===== src/rtl/incubator_plant_if.sv =====
// Actuator/plant bundle between the incubator controller and the thermal
// plant model.
//   master : controller side, drives the actuators and the test load port
//   slave  : plant side, returns temperature, step_pulse, fault and alarm
// Signals:
//   cooler, heater      actuator enables
//   fan[3:0]            fan speed (0/4/6/8 expected, any value accepted)
//   load, load_value    synchronous temperature overwrite
//   temperature         signed plant temperature (registered)
//   step_pulse          one-cycle pulse with each thermal step
//   fault               sticky heater/cooler conflict flag
//   alarm               sustained out-of-range flag
interface incubator_plant_if;
  logic              cooler;
  logic              heater;
  logic [3:0]        fan;
  logic              load;
  logic signed [7:0] load_value;
  logic signed [7:0] temperature;
  logic              step_pulse;
  logic              fault;
  logic              alarm;

  modport master (
    output cooler, heater, fan, load, load_value,
    input  temperature, step_pulse, fault, alarm
  );

  modport slave (
    input  cooler, heater, fan, load, load_value,
    output temperature, step_pulse, fault, alarm
  );
endinterface


===== src/rtl/incubator_plant.sv =====
// Closed-loop thermal plant model: the environment side of the incubator
// controller. Every TICK_DIV cycles the temperature moves according to the
// sampled actuators, saturating at [TMIN, TMAX]. A load port overwrites the
// temperature for tests, a sticky fault records heater/cooler conflicts and
// an alarm flags ALARM_STEPS consecutive out-of-range steps.
// Ports:
//   clk    system clock, rising edge
//   rst_n  asynchronous active-low reset
//   plant  incubator_plant_if.slave (actuators in, temperature/flags out)
module incubator_plant #(
  parameter int TICK_DIV    = 4,
  parameter int INIT_TEMP   = 25,
  parameter int AMBIENT     = 22,
  parameter int HEAT_STEP   = 2,
  parameter int COOL_STEP   = 1,
  parameter int TMIN        = -40,
  parameter int TMAX        = 100,
  parameter int ALARM_HI    = 50,
  parameter int ALARM_LO    = 5,
  parameter int ALARM_STEPS = 3
) (
  input  logic              clk,
  input  logic              rst_n,
  incubator_plant_if.slave  plant
);

  localparam int PW = (TICK_DIV > 1) ? $clog2(TICK_DIV) : 1;
  localparam int AW = (ALARM_STEPS > 1) ? $clog2(ALARM_STEPS + 1) : 1;

  localparam logic [PW-1:0] PRE_LAST = PW'(TICK_DIV - 1);
  localparam logic [AW-1:0] CNT_MAX  = AW'(ALARM_STEPS);

  // Step arithmetic is 10-bit signed so temp +/- delta can never wrap
  // before the clamp.
  localparam logic signed [9:0] TMIN10 = 10'(TMIN);
  localparam logic signed [9:0] TMAX10 = 10'(TMAX);
  localparam logic signed [9:0] AMB10  = 10'(AMBIENT);
  localparam logic signed [9:0] HEAT10 = 10'(HEAT_STEP);
  localparam logic signed [9:0] COOL10 = 10'(COOL_STEP);

  localparam logic signed [7:0] INIT8 = 8'(INIT_TEMP);
  localparam logic signed [7:0] HI8   = 8'(ALARM_HI);
  localparam logic signed [7:0] LO8   = 8'(ALARM_LO);

  function automatic logic signed [7:0] clamp_temp(input logic signed [9:0] v);
    logic signed [7:0] r;
    if (v < TMIN10)      r = TMIN10[7:0];
    else if (v > TMAX10) r = TMAX10[7:0];
    else                 r = v[7:0];
    return r;
  endfunction

  logic [PW-1:0]     pre_q, pre_d;
  logic signed [7:0] temp_q, temp_d;
  logic              pulse_q, pulse_d;
  logic              fault_q, fault_d;
  logic [AW-1:0]     cnt_q, cnt_d;
  logic              alarm_q, alarm_d;

  logic              step_fire;
  logic [3:0]        fan_half;
  logic signed [9:0] temp_ext;
  logic signed [9:0] load_ext;
  logic signed [9:0] cool_mag;
  logic signed [9:0] delta;
  logic signed [7:0] step_temp;
  logic signed [7:0] load_temp;
  logic              step_oor;

  assign step_fire = (pre_q == PRE_LAST);

  // Thermal step datapath
  always_comb begin
    fan_half = plant.fan >> 1;
    temp_ext = $signed({{2{temp_q[7]}}, temp_q});
    load_ext = $signed({{2{plant.load_value[7]}}, plant.load_value});
    cool_mag = COOL10 + $signed({6'b0, fan_half});
    delta    = '0;
    case ({plant.heater, plant.cooler})
      2'b10:   delta = HEAT10;
      2'b01:   delta = -cool_mag;
      2'b11:   delta = '0;
      default: begin
        // Idle: drift one degree toward ambient, fan has no effect
        if (temp_ext > AMB10)      delta = -10'sd1;
        else if (temp_ext < AMB10) delta = 10'sd1;
        else                       delta = '0;
      end
    endcase
    step_temp = clamp_temp(temp_ext + delta);
    load_temp = clamp_temp(load_ext);
    step_oor  = (step_temp > HI8) || (step_temp < LO8);
  end

  // Next-state: load wins over a coincident step and discards it entirely
  always_comb begin
    pre_d   = pre_q;
    temp_d  = temp_q;
    pulse_d = 1'b0;
    fault_d = fault_q;
    cnt_d   = cnt_q;
    if (plant.load) begin
      pre_d  = '0;
      temp_d = load_temp;
      cnt_d  = '0;
    end else if (step_fire) begin
      pre_d   = '0;
      temp_d  = step_temp;
      pulse_d = 1'b1;
      if (plant.heater && plant.cooler) fault_d = 1'b1;
      if (!step_oor)            cnt_d = '0;
      else if (cnt_q != CNT_MAX) cnt_d = cnt_q + AW'(1);
    end else begin
      pre_d = pre_q + PW'(1);
    end
    alarm_d = (cnt_d == CNT_MAX);
  end

  always_ff @(posedge clk or negedge rst_n) begin
    if (!rst_n) begin
      pre_q   <= '0;
      temp_q  <= INIT8;
      pulse_q <= 1'b0;
      fault_q <= 1'b0;
      cnt_q   <= '0;
      alarm_q <= 1'b0;
    end else begin
      pre_q   <= pre_d;
      temp_q  <= temp_d;
      pulse_q <= pulse_d;
      fault_q <= fault_d;
      cnt_q   <= cnt_d;
      alarm_q <= alarm_d;
    end
  end

  assign plant.temperature = temp_q;
  assign plant.step_pulse  = pulse_q;
  assign plant.fault       = fault_q;
  assign plant.alarm       = alarm_q;

endmodule


===== src/flat_wrapper.sv =====
// flat-port wrapper written by rule: the top's interface ports become plain ports
module incubator_plant_flat 
#(
  parameter int TICK_DIV    = 4,
  parameter int INIT_TEMP   = 25,
  parameter int AMBIENT     = 22,
  parameter int HEAT_STEP   = 2,
  parameter int COOL_STEP   = 1,
  parameter int TMIN        = -40,
  parameter int TMAX        = 100,
  parameter int ALARM_HI    = 50,
  parameter int ALARM_LO    = 5,
  parameter int ALARM_STEPS = 3
)
  (clk, rst_n, plant_cooler, plant_heater, plant_fan, plant_load, plant_load_value, plant_temperature, plant_step_pulse, plant_fault, plant_alarm);
  incubator_plant_if plant_i ();
  input  logic clk;
  input  logic rst_n;
  input wire logic [$bits(plant_i.cooler)-1:0] plant_cooler;
  input wire logic [$bits(plant_i.heater)-1:0] plant_heater;
  input wire logic [$bits(plant_i.fan)-1:0] plant_fan;
  input wire logic [$bits(plant_i.load)-1:0] plant_load;
  input wire logic [$bits(plant_i.load_value)-1:0] plant_load_value;
  output wire logic [$bits(plant_i.temperature)-1:0] plant_temperature;
  output wire logic [$bits(plant_i.step_pulse)-1:0] plant_step_pulse;
  output wire logic [$bits(plant_i.fault)-1:0] plant_fault;
  output wire logic [$bits(plant_i.alarm)-1:0] plant_alarm;
  assign plant_i.cooler = plant_cooler;
  assign plant_i.heater = plant_heater;
  assign plant_i.fan = plant_fan;
  assign plant_i.load = plant_load;
  assign plant_i.load_value = plant_load_value;
  assign plant_temperature = plant_i.temperature;
  assign plant_step_pulse = plant_i.step_pulse;
  assign plant_fault = plant_i.fault;
  assign plant_alarm = plant_i.alarm;
  incubator_plant #(.TICK_DIV(TICK_DIV), .INIT_TEMP(INIT_TEMP), .AMBIENT(AMBIENT), .HEAT_STEP(HEAT_STEP), .COOL_STEP(COOL_STEP), .TMIN(TMIN), .TMAX(TMAX), .ALARM_HI(ALARM_HI), .ALARM_LO(ALARM_LO), .ALARM_STEPS(ALARM_STEPS)) u_core (.clk(clk), .rst_n(rst_n), .plant(plant_i));
endmodule

===== config.mk =====
export PLATFORM = sky130hd
export DESIGN_NAME = incubator_plant_flat
export DESIGN_NICKNAME = d
export VERILOG_FILES = /design/src/rtl/incubator_plant_if.sv /design/src/rtl/incubator_plant.sv /design/src/flat_wrapper.sv
export SDC_FILE = /design/constraint.sdc
export NUM_CORES = 1
export LEC_CHECK = 0
export BUFFER_PORTS_ARGS = -buffer_cell sky130_fd_sc_hd__buf_2
export CAP_MARGIN = 30
export CORE_ASPECT_RATIO = 0.9
export CORE_MARGIN = 2
export CORE_UTILIZATION = 55
export CTS_BUF_LIST = sky130_fd_sc_hd__clkbuf_4
export DETAILED_ROUTE_END_ITERATION = 7
export PLACE_DENSITY = 0.79
export SETUP_SLACK_MARGIN = 0.3
export SLEW_MARGIN = 15
export SYNTH_ARGS = -nofsm -noshare
export SYNTH_HDL_FRONTEND = slang
export SYNTH_SLANG_ARGS = --single-unit

===== constraint.sdc =====
create_clock -name clk -period 4.5 [get_ports clk]
set_input_delay 0.9 -clock clk [delete_from_list [all_inputs] [get_ports clk]]
set_output_delay 0.9 -clock clk [all_outputs]
set_load 0.02 [all_outputs]

==> metrics.md <==
| Metric | Value |
|---|---|
| Status | complete, no violations |
| Die width | approximately 60 µm |
| Initial antenna violation count | 0 |
| CTS tree | built |
| DR vias | between 1500 and 2000 |
| Distinct cells, synth | 55 |
| WL final | 3770 µm |
| WL/cell | around 16 µm |
| Postcts setup bufs | 0 |
| Final Non-Filler Cells | about 240 |
| Synth Register Bits | 15 |
| Area growth syn-to-layout | 13.4% |
| Number of global-route vias before repair | approximately 1400 |
| Kind of critical path | primary input to flop |
| Core area | 2680 µm² |
| CP max FO | 7 |
| Most frequent cells in the layout | 26 x buf_2, 16 x nor2_1, 15 x nand2_1 |
| # diodes | 0 |
| Placer Congestion | approximately 0.9 |
| # DRC | 0 |
| Nets@finish | approximately 240 |
| CTS Buffer Depth | 2 |
| Hold WC Path Type | flop to flop |
| Max_slew headroom | 0.606 |
| Crit end category | flop |
| H-Tree Depth | 1 |
| DP Area | 1680 µm² |
| Placed Instances | between 200 and 250 |
| RSZ-0062 raised after global routing | no |
| Yosys warnings | 0 |
| Detail Route Antenna Nets | 0 |
| Most common cell after layout, fill and taps aside | buf_2 |
| Sequential share of the synthesized area | 0.250 |
| Initial Util | 0.566 |
| Startpoint types | primary input |
| Fmax | roughly 250 MHz |
| Max cap viols | 0 |
| Peak VDD IR | around 0.19 mV |
| First-pass DRT Iterations | 4 |
| GRT Total Usage | 0.266 |
| Overflow after GRT | 0 |
| Post-synthesis cell area | between 1500 and 2000 µm² |
| Row count | 18 |
| Fillers | approximately 240 |
| Pwr Density | between 300 and 400 nW/µm² |
| Post-Synthesis Cells | 180 |
| Die Ht | 53.8 µm |
| DP Worst Slack | 162 ps |
| Net Count, Synth | 210 |
| Hold_buf cts | 0 |
| Share of layout cells above drive strength 1 | 0.222 |
| Final Slew Violations | 0 |
| DRT iter0 DRCs | approximately 100 |
| Die area | about 3200 µm² |
| CP Data Required Time | 4670 ps |
| Root Driver | clkbuf_4 |
| CP arrival | approximately 4200 ps |
| Crit share post-route | 0.885 |
| Vias per cell | ~6.5 |
| Final HPWL DP | a little under 3000 µm |
| Final-report setup violation count | 0 |
| Post-route cell area | ~1700 µm² |
| WHS Path Cells | 1 |
| Fin Setup TNS | 0 ps |
| I/O pins | 28 |
| Worst-path clk slew | 100 ps |
| Worst-margin pin slew | 589 ps |
| Mean Syn Cell Area | 8.43 µm² |
| Largest net degree at the start of global routing | 18 |
| Ys async rst share | 1.00 |
| Final Skew | about 9.5 ps |
| Main flop type after synthesis | dfrtp_1 |
| Global-route wire length before repair | about 6300 µm |
| Number of port buffers | 26 |
| Num CTS Buffers | 3 |
| Final min period | 3980 ps |
| EDFF count, synth | 0 |
| Final Hold Fails | 0 |
| Final WS setup | 516 ps |
| Reg2Reg Depth | 13 |
| Leak | 0.741 nW |
| Worst-Skew Late Latency | 300 ps |
| Clk sink count | 15 |
[power breakdown]
| part | leakage [nW] | switching (W) | internal (W) | total [W] |
|---|---|---|---|---|
| clock | 0.0184 | 0.0000468 | 0.0000406 | 0.0000874 |
| sequential | 0.187 | 0.0000208 | 0.000153 | 0.000174 |
| combinational | 0.536 | 0.000191 | 0.000132 | 0.000323 |
[worst paths after layout]
path                       slack (ps)                                       to                               startpoint
max                               520             u_core.plant.alarm$_DFF_PN0_                             plant_fan[1]
min                               440                u_core.pre_q[0]$_DFF_PN0_                u_core.pre_q[0]$_DFF_PN0_
max reg2reg                       820  u_core.plant.temperature[1]$_DFFE_PN0P_  u_core.plant.temperature[4]$_DFFE_PN1P_
min reg2reg                       440                u_core.pre_q[0]$_DFF_PN0_                u_core.pre_q[0]$_DFF_PN0_
max in group asynchronous        3720  u_core.plant.temperature[0]$_DFFE_PN1P_                                    rst_n
min in group asynchronous         490                u_core.pre_q[1]$_DFF_PN0_                                    rst_n
[final cells by class]
class	instances	area, µm²	area share
Clock buffer	4	30.0	0.0174
Inverter	9	33.8	0.0196
Multi-Input combinational cell	151	1100	0.637
Sequential cell	15	379	0.220
Tap cell	30	37.5	0.0218
Timing Repair Buffer	28	145	0.0843
[Yosys cell counts (all sizes together) (2+ instances only)]
master	number	share of area
mux2i	2	0.013
a21oi	13	0.043
or4	2	0.0099
nor2	16	0.040
a31oi	2	0.0082
o31a	2	0.012
nand4	2	0.0082
nand2b	4	0.016
nor4	5	0.021
dfstp	3	0.052
o21ai	15	0.052
ha	12	0.099
nand3b	2	0.0099
inv	9	0.022
o211ai	2	0.0099
nor3	4	0.013
o32ai	2	0.012
xor2	5	0.041
and3	2	0.0082
a22oi	3	0.015
a211oi	5	0.025
maj3	2	0.013
dfrtp	12	0.20
xnor2	2	0.012
nor2b	4	0.016
nand3	2	0.0066
a41oi	2	0.024
a21o	3	0.015
nand2	15	0.037
clkbuf	5	0.012
[routing by layer]
metal  share of wire  vias to the layer above  track usage
met5               0                        -            0
met3           0.048                        7       0.0505
met2            0.49                       42        0.440
met1            0.45                      754        0.362
met4           0.011                        0       0.0606
li1                -                      744            -
[metrics by stage]
stage          total power, W  hold slack, ps  utilization
6_report             0.000584             444        0.642
5_1_grt              0.000626             472        0.642
4_1_cts              0.000575             452        0.639
3_5_place_dp         0.000490             439        0.627
3_3_place_gp         0.000475             421        0.627
2_1_floorplan        0.000408             408            -
[timing repair]
item | CTS | global route
resized for setup | 0 | 4
setup endpoints to repair | 0 | 5
endpoints found under the hold margin | 0 | 0
[flip-flops by register name, summed over array words and instances (netlist names)]
register	count
u_core.plant.temperature	8
u_core.plant.alarm	1
u_core.plant.step_pulse	1
u_core.plant.fault	1
u_core.pre_q	2
u_core.cnt_q	2
[critical path, stage by stage]
cell	delay [ps]
buf_2	140
ha_1	320
nand2b_1	200
a21oi_1	180
ha_1	260
a21oi_1	160
nor2_1	70
ha_2	310
a21o_1	220
a221oi_1	290
and3_2	270
mux2_2	360
nor4_2	270
buf_4	160
nor4b_1	50
[logic make-up (layout without fill, tap and decap cells)]
logic type                 Yosys count  in the layout  share of synthesized area
muxes                                3              3                     0.0206
DFF                                 15             15                      0.250
AOI/OAI and AO/OA                   64             64                      0.312
xor gates and xnor gates             7              7                     0.0528
and+or+nand+nor                     62             62                      0.205
adders and majority gates           15             15                      0.125
buffers and inverters               14             41                     0.0346
Note: power is estimated with default switching activity, not from simulation.
